**config.mk**
```make
export PLATFORM = sky130hd
export DESIGN_NAME = imem_loader_flat
export DESIGN_NICKNAME = d
export VERILOG_FILES = /design/src/rtl/imem_loader_if.sv /design/src/rtl/imem_loader.sv /design/src/flat_wrapper.sv
export SDC_FILE = /design/constraint.sdc
export NUM_CORES = 1
export LEC_CHECK = 0
export BUFFER_PORTS_ARGS = -buffer_cell sky130_fd_sc_hd__buf_2
export CAP_MARGIN = 25
export CORE_MARGIN = 2
export CORE_UTILIZATION = 49
export CTS_CLUSTER_DIAMETER = 50
export DETAILED_ROUTE_END_ITERATION = 16
export GPL_ROUTABILITY_DRIVEN = 0
export PLACE_DENSITY = 0.71
export SLEW_MARGIN = 20
export SYNTH_ARGS = -nofsm -noshare
export SYNTH_HDL_FRONTEND = slang
export SYNTH_SLANG_ARGS = --single-unit
```
**constraint.sdc**
```tcl
create_clock -name clk -period 3.6 [get_ports clk]
set_input_delay 0.18 -clock clk [delete_from_list [all_inputs] [get_ports clk]]
set_output_delay 0.18 -clock clk [all_outputs]
set_load 0.01 [all_outputs]
```
**src/rtl/imem_loader_if.sv**
```systemverilog
// -----------------------------------------------------------------------------
// imem_loader_if
//
// Purpose: bundles the byte-stream handshake and the instruction-memory write
// port used by imem_loader.
//
// Signals:
//   byte_valid  source -> loader  byte_data holds a valid byte
//   byte_data   source -> loader  stream byte
//   byte_ready  loader -> source  loader accepts a byte this cycle
//   wr_en       loader -> memory  write strobe
//   wr_addr     loader -> memory  word-aligned byte address
//   wr_data     loader -> memory  word to write
//
// Modports:
//   slave  - the loader itself
//   master - the environment (byte source plus memory write port)
// -----------------------------------------------------------------------------
interface imem_loader_if #(
    parameter int WIDTH      = 32,
    parameter int ADDR_WIDTH = 12
);
    logic                  byte_valid;
    logic [7:0]            byte_data;
    logic                  byte_ready;
    logic                  wr_en;
    logic [ADDR_WIDTH-1:0] wr_addr;
    logic [WIDTH-1:0]      wr_data;

    modport slave (
        input  byte_valid, byte_data,
        output byte_ready, wr_en, wr_addr, wr_data
    );

    modport master (
        output byte_valid, byte_data,
        input  byte_ready, wr_en, wr_addr, wr_data
    );
endinterface

```
**src/rtl/imem_loader.sv**
```systemverilog
// -----------------------------------------------------------------------------
// imem_loader
//
// Purpose: fills instruction memory from a framed little-endian byte stream and
// holds the core in reset until the image is complete.
//   Frame: 4 length bytes (N words, LE), then N words of 4 bytes each (LE).
//
// Ports:
//   clk          system clock, rising edge
//   rst          asynchronous, active-low reset
//   start        one-cycle load request (honoured in IDLE, DONE, ERR)
//   bus          imem_loader_if.slave: byte handshake + memory write port
//   cpu_hold     keep the core in reset
//   done         image loaded successfully
//   error        load aborted
//   words_loaded words written in the current load
//
// Optional build macro:
//   IMEM_LOADER_CHECKSUM_EN - after the last word, receive 4 more LE bytes that
//   must equal the mod-2^32 sum of all data words (match -> DONE, else ERR).
// -----------------------------------------------------------------------------
module imem_loader #(
    parameter int WIDTH      = 32,
    parameter int ADDR_WIDTH = 12
) (
    input  logic                  clk,
    input  logic                  rst,
    input  logic                  start,
    imem_loader_if.slave          bus,
    output logic                  cpu_hold,
    output logic                  done,
    output logic                  error,
    output logic [ADDR_WIDTH-2:0] words_loaded
);
    localparam int CNT_W = ADDR_WIDTH - 1;
    localparam logic [WIDTH-1:0] MAX_WORDS = WIDTH'(1) << (ADDR_WIDTH - 2);

    typedef enum logic [2:0] {
        S_IDLE,
        S_LEN,
        S_DATA,
        S_WRITE,
        S_DONE,
        S_ERR
`ifdef IMEM_LOADER_CHECKSUM_EN
        , S_CHECK
`endif
    } state_t;

    state_t                state_q;
    logic [1:0]            byte_idx_q;
    logic [WIDTH-1:0]      asm_q;
    logic [CNT_W-1:0]      len_q;
    logic [CNT_W-1:0]      cnt_q;
    logic                  byte_ready_q;
    logic                  wr_en_q;
    logic [ADDR_WIDTH-1:0] wr_addr_q;
    logic [WIDTH-1:0]      wr_data_q;
    logic                  cpu_hold_q;
    logic                  done_q;
    logic                  error_q;
`ifdef IMEM_LOADER_CHECKSUM_EN
    logic [WIDTH-1:0]      sum_q;
`endif

    logic                  accept;
    logic                  last_byte;
    logic [WIDTH-1:0]      asm_d;
    logic [CNT_W-1:0]      cnt_d;

    // byte_ready_q is high exactly in LEN/DATA/CHECK, so it doubles as the
    // "consuming state" qualifier for the handshake.
    assign accept    = bus.byte_valid && byte_ready_q;
    assign last_byte = (byte_idx_q == 2'd3);
    // Shift right so the first byte of a word ends up in bits [7:0].
    assign asm_d     = {bus.byte_data, asm_q[WIDTH-1:8]};
    assign cnt_d     = cnt_q + CNT_W'(1);

    // NOTE: all state lives in this one clocked block and is updated with
    // non-blocking assignments, so every right-hand side sees pre-edge values.
    always_ff @(posedge clk or negedge rst) begin
        if (!rst) begin
            state_q      <= S_IDLE;
            byte_idx_q   <= 2'd0;
            asm_q        <= '0;
            len_q        <= '0;
            cnt_q        <= '0;
            byte_ready_q <= 1'b0;
            wr_en_q      <= 1'b0;
            wr_addr_q    <= '0;
            wr_data_q    <= '0;
            cpu_hold_q   <= 1'b1;
            done_q       <= 1'b0;
            error_q      <= 1'b0;
`ifdef IMEM_LOADER_CHECKSUM_EN
            sum_q        <= '0;
`endif
        end else begin
            wr_en_q <= 1'b0;
            case (state_q)
                S_IDLE, S_DONE, S_ERR: begin
                    if (start) begin
                        state_q      <= S_LEN;
                        byte_ready_q <= 1'b1;
                        cpu_hold_q   <= 1'b1;
                        done_q       <= 1'b0;
                        error_q      <= 1'b0;
                        byte_idx_q   <= 2'd0;
                        asm_q        <= '0;
                        cnt_q        <= '0;
`ifdef IMEM_LOADER_CHECKSUM_EN
                        sum_q        <= '0;
`endif
                    end
                end

                S_LEN: begin
                    if (accept) begin
                        asm_q      <= asm_d;
                        byte_idx_q <= byte_idx_q + 2'd1;
                        if (last_byte) begin
                            if (asm_d == '0) begin
`ifdef IMEM_LOADER_CHECKSUM_EN
                                state_q      <= S_CHECK;
`else
                                state_q      <= S_DONE;
                                byte_ready_q <= 1'b0;
                                done_q       <= 1'b1;
                                cpu_hold_q   <= 1'b0;
`endif
                            end else if (asm_d > MAX_WORDS) begin
                                state_q      <= S_ERR;
                                byte_ready_q <= 1'b0;
                                error_q      <= 1'b1;
                            end else begin
                                state_q <= S_DATA;
                                len_q   <= asm_d[CNT_W-1:0];
                            end
                        end
                    end
                end

                S_DATA: begin
                    if (accept) begin
                        asm_q      <= asm_d;
                        byte_idx_q <= byte_idx_q + 2'd1;
                        if (last_byte) begin
                            state_q      <= S_WRITE;
                            byte_ready_q <= 1'b0;
                            wr_en_q      <= 1'b1;
                            // cnt_q < N <= capacity, so its top bit is zero here.
                            wr_addr_q    <= {cnt_q[CNT_W-2:0], 2'b00};
                            wr_data_q    <= asm_d;
                        end
                    end
                end

                S_WRITE: begin
                    cnt_q <= cnt_d;
`ifdef IMEM_LOADER_CHECKSUM_EN
                    sum_q <= sum_q + wr_data_q;
`endif
                    if (cnt_d == len_q) begin
`ifdef IMEM_LOADER_CHECKSUM_EN
                        state_q      <= S_CHECK;
                        byte_ready_q <= 1'b1;
`else
                        state_q      <= S_DONE;
                        done_q       <= 1'b1;
                        cpu_hold_q   <= 1'b0;
`endif
                    end else begin
                        state_q      <= S_DATA;
                        byte_ready_q <= 1'b1;
                    end
                end

`ifdef IMEM_LOADER_CHECKSUM_EN
                S_CHECK: begin
                    if (accept) begin
                        asm_q      <= asm_d;
                        byte_idx_q <= byte_idx_q + 2'd1;
                        if (last_byte) begin
                            byte_ready_q <= 1'b0;
                            if (asm_d == sum_q) begin
                                state_q    <= S_DONE;
                                done_q     <= 1'b1;
                                cpu_hold_q <= 1'b0;
                            end else begin
                                state_q <= S_ERR;
                                error_q <= 1'b1;
                            end
                        end
                    end
                end
`endif

                default: begin
                    state_q      <= S_IDLE;
                    byte_ready_q <= 1'b0;
                    cpu_hold_q   <= 1'b1;
                end
            endcase
        end
    end

    assign bus.byte_ready = byte_ready_q;
    assign bus.wr_en      = wr_en_q;
    assign bus.wr_addr    = wr_addr_q;
    assign bus.wr_data    = wr_data_q;
    assign cpu_hold       = cpu_hold_q;
    assign done           = done_q;
    assign error          = error_q;
    assign words_loaded   = cnt_q;
endmodule

```
**src/flat_wrapper.sv**
```systemverilog
// flat-port wrapper written by rule: the top's interface ports become plain ports
module imem_loader_flat 
#(
    parameter int WIDTH      = 32,
    parameter int ADDR_WIDTH = 12
)
  (clk, rst, start, cpu_hold, done, error, words_loaded, bus_byte_valid, bus_byte_data, bus_byte_ready, bus_wr_en, bus_wr_addr, bus_wr_data);
  imem_loader_if #(.WIDTH(WIDTH), .ADDR_WIDTH(ADDR_WIDTH)) bus_i ();
  input  logic clk;
  input  logic rst;
  input  logic start;
  output logic cpu_hold;
  output logic done;
  output logic error;
  output logic [ADDR_WIDTH-2:0] words_loaded;
  input wire logic [$bits(bus_i.byte_valid)-1:0] bus_byte_valid;
  input wire logic [$bits(bus_i.byte_data)-1:0] bus_byte_data;
  output wire logic [$bits(bus_i.byte_ready)-1:0] bus_byte_ready;
  output wire logic [$bits(bus_i.wr_en)-1:0] bus_wr_en;
  output wire logic [$bits(bus_i.wr_addr)-1:0] bus_wr_addr;
  output wire logic [$bits(bus_i.wr_data)-1:0] bus_wr_data;
  assign bus_i.byte_valid = bus_byte_valid;
  assign bus_i.byte_data = bus_byte_data;
  assign bus_byte_ready = bus_i.byte_ready;
  assign bus_wr_en = bus_i.wr_en;
  assign bus_wr_addr = bus_i.wr_addr;
  assign bus_wr_data = bus_i.wr_data;
  imem_loader #(.WIDTH(WIDTH), .ADDR_WIDTH(ADDR_WIDTH)) u_core (.clk(clk), .rst(rst), .start(start), .bus(bus_i), .cpu_hold(cpu_hold), .done(done), .error(error), .words_loaded(words_loaded));
endmodule
```
# Word-level counts from Yosys, hierarchy flattened
# Cells that the tools add are included.
dict set report classes {
  n_bitwise 3
  reduce_logical 18
  n_lt_le_gt_ge 1
  eq_ne 19
  addsub 2
  muxes 45
}
# op n
set ops {}
lappend ops {{32-bit 2-to-1 mux} 2}
lappend ops {{32-bit case mux with 2 select lines} 1}
lappend ops {{32-bit by 11-bit > comparator with 1-bit output, second input constant} 1}
lappend ops {{32-bit zero test} 1}
lappend ops {{1-bit 2-to-1 mux} 24}
lappend ops {{3-bit 2-to-1 mux} 8}
lappend ops {{11-bit case mux with 2 select lines} 1}
lappend ops {{6-bit AND reduction} 3}
lappend ops {{2-bit by 1-bit != test with 1-bit output, second input constant} 8}
lappend ops {{3-bit case mux with 4 select lines} 1}
lappend ops {{11-bit by 1-bit adder with 11-bit output, second input constant} 1}
lappend ops {{11-bit equality test} 1}
lappend ops {{11-bit 2-to-1 mux} 1}
lappend ops {{5-bit AND reduction} 2}
lappend ops {{1-bit case mux with 4 select lines} 2}
lappend ops {{7-bit AND reduction} 1}
lappend ops {{3-bit by 2-bit equality test with 1-bit output, second input constant} 2}
lappend ops {{3-bit equality test, second input constant} 2}
lappend ops {{2-bit != test, second input constant} 3}
lappend ops {{3-bit AND reduction} 2}
lappend ops {{2-bit nonzero test} 3}
lappend ops {{2-bit 2-to-1 mux} 2}
lappend ops {{2-bit case mux with 2 select lines} 1}
lappend ops {{3-bit by 1-bit equality test with 1-bit output, second input constant} 1}
lappend ops {{other kinds (12)} 14}
dict set report word_totals {
  in_bits 12
  wordCells 100
  ff_bits 106
  output_inout_bits 60
}

# Longest topological paths before layout
# Gate-level depths: netlist of run 1.
dict set report logic_depth {
  depth_word 6
  depth_mapped 9
  ltp_nobuf 7
}

# Least setup slack after synthesis of run 1
# OpenSTA, ideal clock, no wires.
dict set report synth_path {
  kind {reg-to-reg}
  start {reg u_core.cnt_q[0], in the netlist u_core.words_loaded[0]}
  end {reg u_core.byte_ready_q, in the netlist u_core.bus.byte_ready}
  setup_slack_ns 1.442
  required_time_ns 3.474
  arrival_time_ns 2.032
  period_less_slack_ns 2.158
  n_path_buf 1
  path_stages_with_launch 9
  setup_time_ns 0.126
  path_cell_list {dfrtp_1 ha_1 and3_2 and3_1 buf_2 xnor2_1 nor3_1 nand4_1 a221o_1}
}
dict set report synth_via {
  elab_chain_len 4
}
# element line_no
set synth_lines {}
lappend synth_lines {{from (decl)} imem_loader.sv:54} ;# logic [CNT_W-1:0] cnt_q;
lappend synth_lines {{from (signal assigned)} imem_loader.sv:159} ;# cnt_q <= cnt_d;
lappend synth_lines {{11-bit by 1-bit adder with 11-bit output} imem_loader.sv:77} ;# assign cnt_d = cnt_q + CNT_W'(1);
lappend synth_lines {{11-bit equality test} imem_loader.sv:163} ;# if (cnt_d == len_q) begin
lappend synth_lines {{2-bit != test (no line)} --}
lappend synth_lines {{7-bit AND reduction (no line)} --}
lappend synth_lines {{to (signal assigned)} imem_loader.sv:88} ;# byte_ready_q <= 1'b0;
lappend synth_lines {{to (signal assigned)} imem_loader.sv:104} ;# byte_ready_q <= 1'b1;
lappend synth_lines {{to (signal assigned)} imem_loader.sv:174} ;# byte_ready_q <= 1'b1;
lappend synth_lines {{to (decl)} imem_loader.sv:55} ;# logic byte_ready_q;
# Every way passes these cells.
# A chain may end at the register's enable or synchronous reset.

# Final worst setup path of run 1
dict set report layout_path {
  start {reg u_core.state_q[2]}
  end {reg u_core.len_q[7]}
}
dict set report layout_via {
  elab_chain_len 2
}
# element line_no
set layout_lines {}
lappend layout_lines {{from (decl)} imem_loader.sv:50} ;# state_t state_q;
lappend layout_lines {{from (signal assigned)} imem_loader.sv:83} ;# state_q <= S_IDLE;
lappend layout_lines {{from (signal assigned)} imem_loader.sv:103} ;# state_q <= S_LEN;
lappend layout_lines {{from (signal assigned)} imem_loader.sv:126} ;# state_q <= S_DONE;
lappend layout_lines {{3-bit by 1-bit equality test with 1-bit output} imem_loader.sv:100} ;# case (state_q)
lappend layout_lines {{5-bit AND reduction (no line)} --}
lappend layout_lines {{to (signal assigned)} imem_loader.sv:137} ;# len_q <= asm_d[CNT_W-1:0];
lappend layout_lines {{to (decl)} imem_loader.sv:53} ;# logic [CNT_W-1:0] len_q;
# Every way passes these cells.

==> metrics.md, run 1 <==
| Metric | Value |
|---|---|
| Status | complete, no violations |
| Non-Filler Instances | approximately 650 |
| P&R area growth vs syn | 14.32% |
| Main synth FF type | dfrtp_1 |
| HPWL Detailed | roughly 6.5 mm |
| Initial drt markers | 197 |
| Max_slew headroom | 0.4017 |
| Synth unique cells | 47 |
| Drt total wl | 9.494 mm |
| Die height | slightly below 100 um |
| Core area | 0.008763 sq mm |
| P_int | 1.648 mW |
| Fill cells | 786 |
| Footprint of the multi-input gates | 0.001836 sq mm |
| First-pass GRT wire length | between 15 and 20 mm |
| CTS Sinks | 98 |
| FF/Latch Area | between 0.002 and 0.0025 sq mm |
| Post-synthesis sequential area ratio | 0.5538 |
| CTS tree | done |
| Dpl cells | 630 |
| Endpoints failing setup | 0 |
| Count leader, synth | nand2_1 |
| Nets | 550 |
| Synth Cell Area | ~0.0044 sq mm |
| Tmin final | approximately 2.4 ns |
| Drt wl/cell | 14.63 um |
| Combinational share of power | 0.186 |
| Critical path's slowest cell | dfrtp_1 |
| IO buf count | 69 |
| Register bit total from synthesis | just under 100 |
| Clock skew | between 0.01 and 0.015 ns |
| Maximum clock path buffer count | 2 |
| Critical path class | register to register |
| Tightest Hold Check Type | primary input to register |
| Cells taking the most area after synthesis | dfrtp_1 (55%), nand2_1 (14%), mux2_2 (5.3%) |
| Area share of the leading cell type in the synthesized netlist | 0.5479 |
| VDD IR-drop max | 0.2093 mV |
| Critical path buffer and inverter count | 0 |
| H-tree levels | 3 |
| Starting Density | 0.5056 |
| Seq pwr share | 0.535 |
| Root Buffer | clkbuf_8 |
| Static leakage | approximately 2.7 nW |
| Post-synth EDFFs | 0 |
| Final Max Slew Viols | 0 |
| Fin Setup TNS | 0 ns |
| Fmax | ~410 MHz |
| Share of post-route cells with drive strength above 1 | 0.2218 |
| Residual DRC | 0 |
| Crit path max-delay family | simple AND/OR/NAND/NOR gates |
| # diodes | 0 |
| Maximum capacitance violations | 0 |
| Startpoint type of the worst setup path | register |
| CTS Buf Count | 9 |
| Vias per Instance | 5.495 |
| Vias in the first global route | around 3,300 |
| Clk slew on worst S/H paths | 0.11 ns |
| CP Capture Type | register |
| Worst Path Required | between 3 and 4 ns |
| Final Hold Viols | 0 |
| Switching fraction of total power | 0.3404 |
| Largest net degree at the start of global routing | between 70 and 80 |
| Critical path arrival | 2.70 ns |
| Crit-path cells | nor2b_1, a2bb2oi_1, o22ai_1, nand4b_1, mux2_2 |
| Final ANT Viol Nets | 0 |
| I/O pin count | 72 |
| Final Total Pwr | 2.499 mW |
| Ys async rst share | 1.000 |
| Synthesized instance count | between 400 and 500 |
| Pre-Repair DR Iteration Count | 4 |
| Net Sw Power | 0.8509 mW |
| Clock power frac | 0.279 |
| Gr usage total | 0.2062 |
| Skew-Pair Late Insertion Delay | 0.37 ns |
| Yosys top cell by area | dfrtp_1 |
| RSZ-0062 raised after global routing | false |
| Synth cell count leaders | nand2_1 (168), dfrtp_1 (97), o21ai_0 (44) |
| Period utilisation layout | 0.6790 |
| Final core utilization | 0.5780 |
| Initial antenna violation count | 0 |
| Mean Syn Cell Area | a little over 9 sq um |
| Site Rows | 34 |
| CP peak stage delay | between 0.4 and 0.5 ns |
| Die W | slightly below 100 um |
| Total gr overflow | 0 |
| Max FO, Critical Path | 11 |
| PD cells | 493.5 mW/mm^2 |
| Worst Tran Pin Value | approximately 0.9 ns |
| Die ar. | between 0.009 and 0.01 sq mm |
| Synth warnings | 0 |
| Via count | around 3,600 |
[power groups by stage]
stage / registers, mW / logic (mW) / clock network [mW]
2_1_floorplan: 1.32 / 0.338 / 0
3_3_place_gp: 1.35 / 0.443 / 0
3_5_place_dp: 1.35 / 0.457 / 0
4_1_cts: 1.33 / 0.456 / 0.717
5_1_grt: 1.36 / 0.524 / 0.764
6_report: 1.34 / 0.466 / 0.697
[per-layer routing]
layer / vias to the layer above / wire [um] / global-route usage
li1: 1700 / - / -
met1: 1743 / 4270 / 0.2805
met2: 107 / 4607 / 0.3306
met3: 16 / 405 / 0.03233
met4: 0 / 211 / 0.09062
met5: - / 0 / 0
[final timing paths]
kind                                             from                endpoint  cells past startpoint  slack, ns
min in group asynchronous                         rst   u_core.bus.wr_addr[4]                      2       0.47
worst max register to register      u_core.state_q[2]         u_core.len_q[7]                      5       1.16
max in group asynchronous                         rst        u_core.asm_q[10]                      3       2.38
worst max-delay path                u_core.state_q[2]         u_core.len_q[7]                      5       1.16
worst min register to register  u_core.bus.wr_data[0]   u_core.bus.wr_data[0]                      2       0.48
worst min-delay path                 bus_byte_data[3]  u_core.bus.wr_data[27]                      3       0.03
[layout by cell type (no fill, tap or decap), types with 2 or more instances in the layout]
cell type	Yosys	layout
nand2_1	168	168
dfrtp_1	97	97
buf_2	3	68
o21ai_0	44	44
nor2_1	21	21
mux2_2	21	21
xnor2_1	12	12
inv_1	9	9
clkbuf_8	0	9
nor4_1	7	7
nand3_1	6	6
xor2_1	5	5
buf_4	3	5
a31oi_1	4	4
inv_8	0	4
and2_1	3	3
and3_1	3	3
a21oi_1	3	3
o22ai_1	3	3
mux2i_1	3	3
nor3_1	4	3
nand4_1	3	3
or3_1	2	2
and3_2	2	2
nor3b_1	2	2
a2bb2oi_1	2	2
o31a_2	2	2
a21o_1	2	2
ha_1	2	2
conb_1	1	2
clkinvlp_4	0	2
[area by class of cell]
class                      instances  share of cell area
inverter                           9            0.006670
timing repair buffer              76             0.08177
clock inverter                     7             0.01359
clock buffer                       9             0.02446
multi-input combinational        342              0.3624
tap                              108             0.02668
sequential                        98              0.4844
[logic make-up (layout without fill, tap and decap cells)]
kind of cell,Yosys count,in the layout,share of synthesized area
simple gates,227,227,0.2177
other cells,1,2,0.0008464
compound gates,70,70,0.09433
mux,24,24,0.06015
fa+ha+maj,2,2,0.005647
flops,98,98,0.5538
xor+xnor,17,17,0.03361
buf+inv,36,101,0.03389
[what timing repair did]
| action | 4_1_cts | 5_1_grt |
|---|---|---|
| setup buffers | 0 | 0 |
| resized for setup | 0 | 0 |
| hold buffers | 1 | 0 |
| endpoints found under the hold margin | 69 | 0 |
| endpoints found under the setup margin | 0 | 0 |
[tightest hold or removal path, stage by stage]
cell and delay (ns):
buf_2 0.10, nand2_1 0.05, nand2_1 0.04
[registers in the layout, summed over array words and instances, names as in the netlist]
name	count
u_core.cpu_hold	1
u_core.bus.wr_addr	10
u_core.byte_idx_q	2
u_core.state_q	3
u_core.words_loaded	11
u_core.bus.wr_data	32
u_core.len_q	11
u_core.bus.wr_en	1
u_core.asm_q	24
u_core.error	1
u_core.done	1
u_core.bus.byte_ready	1
[metrics by stage]
stage                     setup WS [ns]  hold WS [ns]  instance area [sq um]
after CTS                         1.211       0.02313                   5039
final                             1.156       0.03444                   5065
after detailed placement          1.245        0.3667                   4836
after floorplan                   1.442       -0.1156                   4434
after global placement            1.302        0.3613                   4836
after global routing              1.012       0.04110                   5065
(Power assumes the default switching activity.)
==> run 2: changes to the inputs <==
--- a/config.mk
+++ b/config.mk
@@ -12,7 +12,7 @@
 export CTS_CLUSTER_DIAMETER = 50
 export DETAILED_ROUTE_END_ITERATION = 16
 export GPL_ROUTABILITY_DRIVEN = 0
-export PLACE_DENSITY = 0.71
+export PLACE_DENSITY = 0.74
 export SLEW_MARGIN = 20
 export SYNTH_ARGS = -nofsm -noshare
 export SYNTH_HDL_FRONTEND = slang
==> constraint.sdc (replaced) <==
create_clock -name clk -period 2.15 [get_ports clk]
set_input_delay 0.1075 -clock clk [delete_from_list [all_inputs] [get_ports clk]]
set_output_delay 0.1075 -clock clk [all_outputs]
set_load 0.01 [all_outputs]
==> run 2 against run 1 <==
Against the previous run: hold slack better by 0.15 ns; flip-flop and latch count is the same; final cell count rose by 3.1%; utilization grew 2.2 points; clock power is 62% higher; sequential power grew 67%; non-clock buffer count grew 20; register-to-register slack got worse by 1.1 ns; wire length grew 6.1%.
==> metrics.md, run 2 (synthesis gave the netlist of run 1 again) <==
| Metric | Value |
|---|---|
| Crit-path cells | nand2_1, nor3_4, xnor2_1, nor4_1, nand4_1, o31a_2 (was nor2b_1, a2bb2oi_1, o22ai_1, nand4b_1, mux2_2) |
| IO buf count | 69 (unchanged) |
| RSZ-0062 raised after global routing | false (unchanged) |
| Site Rows | 34 (unchanged) |
| Critical path buffer and inverter count | 0 (unchanged) |
| Tightest Hold Check Type | primary input to register (unchanged) |
| Share of post-route cells with drive strength above 1 | 0.2513 (was 0.2218) |
| Tmin final | 2.045 ns (was 2.444 ns) |
| Worst reg2reg path depth | 6 (was 5) |
| Root Buffer | clkbuf_8 (unchanged) |
| Die W | 99.09 um (unchanged) |
| VDD IR-drop max | 0.3443 mV (was 0.2093 mV) |
| Maximum clock path buffer count | 2 (unchanged) |
| Fin Setup TNS | 0 ns (unchanged) |
| Endpoints failing setup | 0 (unchanged) |
| Non-Filler Instances | 669 (was 649) |
| Reg-to-Reg Start | u_core.words_loaded[3] (was u_core.state_q[2]) |
| Starting Density | 0.5056 (unchanged) |
| First-pass GRT wire length | 17.02 mm (was 16.26 mm) |
| Worst setup path startpoint | u_core.words_loaded[3] (was u_core.state_q[2]) |
| Startpoint type of the worst setup path | register (unchanged) |
| Worst Path Required | 2.40 ns (was 3.85 ns) |
| Total gr overflow | 0 (unchanged) |
| Max FO, Critical Path | 7 (was 11) |
| Gr usage total | 0.2143 (was 0.2062) |
| # diodes | 0 (unchanged) |
| Metal3 WL | 521 um (was 405 um) |
| Final core utilization | 0.6002 (was 0.5780) |
| Via count | 3,636 (was 3,566) |
| Maximum capacitance violations | 0 (unchanged) |
| Setup ws final | 0.1049 ns (was 1.156 ns) |
| Final ANT Viol Nets | 0 (unchanged) |
| Clock skew | 0.01182 ns (was 0.01313 ns) |
| CP Capture Type | register (unchanged) |
| Skew-Pair Late Insertion Delay | 0.36 ns (was 0.37 ns) |
| Place WS | 0.04195 ns (was 1.245 ns) |
| Vias per Instance | 5.435 (was 5.495) |
| Clk slew on worst S/H paths | 0.10 ns (was 0.11 ns) |
| Hold slack | 0.1875 ns (was 0.03444 ns) |
| Critical path's slowest cell | dfrtp_2 (was dfrtp_1) |
| Initial drt markers | 253 (was 197) |
| Die ar. | 0.009819 sq mm (unchanged) |
| Final instance area | 0.005260 sq mm (was 0.005065 sq mm) |
| FF/Latch Area | 0.002460 sq mm (was 0.002454 sq mm) |
| Footprint of the multi-input gates | 0.001859 sq mm (was 0.001836 sq mm) |
| CTS Sinks | 98 (unchanged) |
| Final Max Slew Viols | 0 (unchanged) |
| Residual DRC | 0 (unchanged) |
| Max Used Layer | met4 (unchanged) |
| Met1 wire length | 4.444 mm (was 4.270 mm) |
| Critical path arrival | 2.29 ns (was 2.70 ns) |
| CTS Buf Count | 9 (unchanged) |
| Initial antenna violation count | 0 (unchanged) |
| Fill cells | 766 (was 786) |
| Vias in the first global route | 3,585 (was 3,335) |
| P&R area growth vs syn | 18.72% (was 14.32%) |
| HPWL Detailed | 7.011 mm (was 6.473 mm) |
| Routed length on met2 | 4.987 mm (was 4.607 mm) |
| Final Hold Viols | 0 (unchanged) |
| Drt total wl | 10.07 mm (was 9.494 mm) |
| H-tree levels | 3 (unchanged) |
| Max_slew headroom | 0.6456 (was 0.4017) |
| Critical path class | register to register (unchanged) |
| CTS tree | done (unchanged) |
| Max FFs per register | 32 (unchanged) |
| Most frequent cells in the layout | nand2_1 (168), dfrtp_1 (92), buf_2 (68) (was nand2_1 (168), dfrtp_1 (97), buf_2 (68)) |
| Instance count on the critical path | 6 (was 5) |
| Die height | 99.09 um (unchanged) |
| Pre-Repair DR Iteration Count | 4 (unchanged) |
| Core area | 0.008763 sq mm (unchanged) |
| Static leakage | 2.761 nW (was 2.674 nW) |
| Fmax | 489.0 MHz (was 409.1 MHz) |
| Worst setup endpoint | u_core.state_q[1] (was u_core.len_q[7]) |
| Commonest non-fill, non-tap cell in the layout | nand2_1 (unchanged) |
| Crit path max-delay family | simple AND/OR/NAND/NOR gates (unchanged) |
| Final Total Pwr | 4.218 mW (was 2.499 mW) |
| Period utilisation layout | 0.9512 (was 0.6790) |
| CP peak stage delay | 0.44 ns (was 0.48 ns) |
| Worst Tran Pin Value | 0.5315 ns (was 0.8974 ns) |
| Largest net degree at the start of global routing | 52 (was 73) |
| Reg-to-Reg End | u_core.state_q[1] (was u_core.len_q[7]) |
| Flop2flop setup slack | 0.10 ns (was 1.16 ns) |
| Dpl cells | 643 (was 630) |
| PD cells | 802.0 mW/mm^2 (was 493.5 mW/mm^2) |
| DP Area | 0.004947 sq mm (was 0.004836 sq mm) |
| Nets | 570 (was 550) |
| Status | complete, no violations (unchanged) |
| I/O pin count | 72 (unchanged) |
| Drt wl/cell | 15.05 um (was 14.63 um) |
-- run 2: worst min-delay path by stage --
stage          depth (start not counted)                    end  startpoint
2_1_floorplan                          0       u_core.asm_q[10]         rst
3_3_place_gp                           1  u_core.bus.wr_addr[4]         rst
3_5_place_dp                           1  u_core.bus.wr_addr[4]         rst
4_1_cts                                4            u_core.done       start
5_1_grt                                4            u_core.done       start
6_report                               4            u_core.done       start
-- run 2: layout make-up --
cell class              count  area share
clock inverters             6    0.009277
flip-flops and latches     98      0.4677
multi-input cells         342      0.3535
inverters                   9    0.006422
clock buffers              10     0.02617
repair buffers             96      0.1113
well taps                 108     0.02569
-- run 2: worst min-delay path, delay by kind of cell --
| family | cells | cell delay (ns) |
|---|---|---|
| buffers and inverters | 1 | 0.14 |
| AND/OR/NAND/NOR | 1 | 0.11 |
| AO/OA/AOI/OAI | 2 | 0.15 |
-- run 2: layer usage --
metal	global-route usage	vias to the layer above
met5	0	-
met4	0.08641	0
met3	0.03654	8
met2	0.3467	113
met1	0.2898	1779
li1	-	1736
-- run 2: what timing repair did --
item                                    4_1_cts  5_1_grt
endpoints found under the hold margin        54        0
endpoints found under the setup margin        0       13
hold buffers                                  9        0
setup buffers                                 0        1
resized for setup                             0       10
-- run 2: power breakdown --
group          switching, mW  internal (mW)  leakage, nW
Sequential             0.223           2.02         1.34
Clock                  0.664          0.466       0.0972
Combinational          0.523          0.322         1.32
Total                   1.41           2.81         2.76
==> run 3: changes to the inputs <==
--- a/config.mk
+++ b/config.mk
@@ -12,7 +12,7 @@
 export CTS_CLUSTER_DIAMETER = 50
 export DETAILED_ROUTE_END_ITERATION = 16
 export GPL_ROUTABILITY_DRIVEN = 0
-export PLACE_DENSITY = 0.74
+export PLACE_DENSITY = 0.84
 export SLEW_MARGIN = 20
 export SYNTH_ARGS = -nofsm -noshare
 export SYNTH_HDL_FRONTEND = slang
==> run 3 against run 2 <==
Against the previous run: design area is 0.31% lower; clock power is 9% higher; clock skew is 0.0012 ns higher; critical path type unchanged; via count is 1.3% higher; final cell count is 0.30% lower; largest power group unchanged; flip-flop and latch count stayed put; first-iteration DRC count is 27% lower; critical path depth is 1 higher; wire length is 1.3% higher; combinational power is 1% lower; non-clock buffer count is 2 lower; highest routed layer unchanged; count of clock-buffer cells in the layout is 1 lower.
==> metrics.md, run 3 (synthesis gave the netlist of run 1 again) <==
| Metric | Value |
|---|---|
| Final core utilization | 0.5984 (was 0.6002) |
| First-pass GRT wire length | 17.38 mm (was 17.02 mm) |
| Worst Tran Pin Value | 0.5765 ns (was 0.5315 ns) |
| Net Sw Power | 1.416 mW (was 1.411 mW) |
| Crit-path cells | ha_1, and3_2, and3_4, xnor2_1, nor3_1, nand4_1, a221o_1 (was nand2_1, nor3_4, xnor2_1, nor4_1, nand4_1, o31a_2) |
| Critical path arrival | 2.34 ns (was 2.29 ns) |
| Startpoint type of the worst setup path | register (unchanged) |
| Pre-Repair DR Iteration Count | 4 (unchanged) |
| Final Total Pwr | 4.312 mW (was 4.218 mW) |
| CTS Buf Count | 9 (unchanged) |
| FF/Latch Area | 0.002456 sq mm (was 0.002460 sq mm) |
| Maximum clock path buffer count | 2 (unchanged) |
| Site Rows | 34 (unchanged) |
| Endpoints failing setup | 0 (unchanged) |
| P_int | 2.896 mW (was 2.808 mW) |
| Critical path class | register to register (unchanged) |
| Status | complete, no violations (unchanged) |
| Starting Density | 0.5056 (unchanged) |
| Core area | 0.008763 sq mm (unchanged) |
| Seq pwr share | 0.521 (was 0.532) |
| Footprint of the multi-input gates | 0.001843 sq mm (was 0.001859 sq mm) |
| P&R area growth vs syn | 18.36% (was 18.72%) |
| Global Route met3 Usage | 0.03935 (was 0.03654) |
| Tmin final | 2.085 ns (was 2.045 ns) |
| Maximum capacitance violations | 0 (unchanged) |
| Fill cells | 754 (was 766) |
| Largest net degree at the start of global routing | 52 (unchanged) |
| Non-Filler Instances | 667 (was 669) |
| Total gr overflow | 0 (unchanged) |
| Max FO, Critical Path | 5 (was 7) |
| IO buf count | 69 (unchanged) |
| Fmax | 479.7 MHz (was 489.0 MHz) |
| DP Area | 0.004932 sq mm (was 0.004947 sq mm) |
| Residual DRC | 0 (unchanged) |
| Vias per Instance | 5.523 (was 5.435) |
| Switching fraction of total power | 0.3284 (was 0.3344) |
| CP Capture Type | register (unchanged) |
| Flop2flop setup slack | 0.07 ns (was 0.10 ns) |
| Die ar. | 0.009819 sq mm (unchanged) |
| H-tree levels | 3 (unchanged) |
| Hold Path End | u_core.done (unchanged) |
| Tightest Hold Check Type | primary input to register (unchanged) |
| Final Max Slew Viols | 0 (unchanged) |
| Gr usage total | 0.2200 (was 0.2143) |
| CTS Sinks | 98 (unchanged) |
| # diodes | 0 (unchanged) |
| RSZ-0062 raised after global routing | true (was false) |
| I/O pin count | 72 (unchanged) |
| WHS Path Cells | 4 (unchanged) |
| Final instance area | 0.005244 sq mm (was 0.005260 sq mm) |
| Most frequent cells in the layout | nand2_1 (168), dfrtp_1 (95), buf_2 (68) (was nand2_1 (168), dfrtp_1 (92), buf_2 (68)) |
| Met1 usage | 0.2815 (was 0.2898) |
| Combinational share of power | 0.193 (was 0.200) |
| Die W | 99.09 um (unchanged) |
| Busiest grt layer | met2 (unchanged) |
| CP peak stage delay | 0.42 ns (was 0.44 ns) |
| Reg-to-Reg Start | u_core.words_loaded[0] (was u_core.words_loaded[3]) |
| Critical path's slowest cell | dfrtp_2 (unchanged) |
| Clock skew | 0.01300 ns (was 0.01182 ns) |
| Skew-Pair Late Insertion Delay | 0.36 ns (about the same) |
| Root Buffer | clkbuf_8 (unchanged) |
| VDD IR-drop max | 0.4409 mV (was 0.3443 mV) |
| Drt wl/cell | 15.29 um (was 15.05 um) |
| Initial antenna violation count | 0 (unchanged) |
| Drt total wl | 10.20 mm (was 10.07 mm) |
| Clock power frac | 0.286 (was 0.268) |
| Final ANT Viol Nets | 0 (unchanged) |
| Final Hold Viols | 0 (unchanged) |
| Commonest non-fill, non-tap cell in the layout | nand2_1 (unchanged) |
| Max_slew headroom | 0.6157 (was 0.6456) |
| Critical path buffer and inverter count | 0 (unchanged) |
| Met2 Use GR | 0.3758 (was 0.3467) |
| Dpl cells | 641 (was 643) |
| Via count | 3,684 (was 3,636) |
| Vias in the first global route | 3,765 (was 3,585) |
| Period utilisation layout | 0.9695 (was 0.9512) |
| Clk slew on worst S/H paths | 0.10 ns (about the same) |
| CTS tree | done (unchanged) |
| PD cells | 822.3 mW/mm^2 (was 802.0 mW/mm^2) |
| Worst reg2reg path depth | 7 (was 6) |
| Min-delay src | start (unchanged) |
| Die height | 99.09 um (unchanged) |
| Crit path max-delay family | simple AND/OR/NAND/NOR gates (unchanged) |
| Nets | 568 (was 570) |
| Reg-to-Reg End | u_core.bus.byte_ready (was u_core.state_q[1]) |
| Max FFs per register | 32 (unchanged) |
| HPWL Detailed | 7.119 mm (was 7.011 mm) |
| Initial drt markers | 185 (was 253) |
| Fin Setup TNS | 0 ns (unchanged) |
| Share of post-route cells with drive strength above 1 | 0.2397 (was 0.2513) |
| Static leakage | 2.762 nW (was 2.761 nW) |
| Worst Path Required | 2.41 ns (was 2.40 ns) |
[run 3: cell types whose count changed in the layout (fill, tap and decap cells not counted), moves of 2 or more]
cell / change
buf_4: -2
clkinv_4: -2
dfrtp_1: +3
dfrtp_2: -3
inv_6: +2
[run 3: stage by stage]
stage,hold slack (ns),setup WS (ns)
after floorplan,-0.1881,0.03060
after global placement,0.1324,0.08154
after detailed placement,0.1485,0.02124
after CTS,0.1707,0.05292
after global routing,0.2250,-0.02013
final,0.1861,0.06548
[run 3: worst register-to-register path: stages (launching register included)]
cell	delay (ns)
dfrtp_2	0.42
ha_1	0.20
and3_2	0.21
and3_4	0.21
xnor2_1	0.13
nor3_1	0.22
nand4_1	0.23
a221o_1	0.36
[run 3: cell type report]
cell class,count,area share
tap,108,0.02577
inverter,9,0.006442
clock inverter,7,0.01551
multi-input combinational,342,0.3515
timing repair buffer,94,0.1088
sequential,98,0.4684
clock buffer,9,0.02362
[run 3: what timing repair did]
action,in CTS,in global routing
pin swaps,3,2
resized for setup,3,1
endpoints found under the setup margin,1,13
setup buffers,1,0
hold buffers,9,0
hold endpoints to repair,59,0
[run 3: power groups by stage]
stage	clock network, mW	registers [mW]	logic, mW
floorplan	0	2.20	0.566
global placement	0	2.27	0.769
detailed placement	0	2.27	0.810
CTS	1.26	2.24	0.826
global route	1.33	2.27	0.935
finish	1.23	2.25	0.833
[run 3: metal layers]
layer / part of all wire / wire [um]
met1: 0.42 / 4316
met2: 0.51 / 5164
met3: 0.055 / 558
met4: 0.016 / 159
met5: 0 / 0
[run 3: how the worst max path moves through the flow]
stage | startpoint | end | slack [ns] | depth (start not counted)
global placement | u_core.words_loaded[0] | u_core.bus.byte_ready | 0.08 | 7
detailed placement | u_core.words_loaded[0] | u_core.bus.byte_ready | 0.02 | 7
finish | u_core.words_loaded[0] | u_core.bus.byte_ready | 0.07 | 7
global route | u_core.words_loaded[0] | u_core.bus.byte_ready | -0.02 | 7
CTS | u_core.words_loaded[0] | u_core.bus.byte_ready | 0.05 | 7
floorplan | u_core.words_loaded[0] | u_core.bus.byte_ready | 0.03 | 8
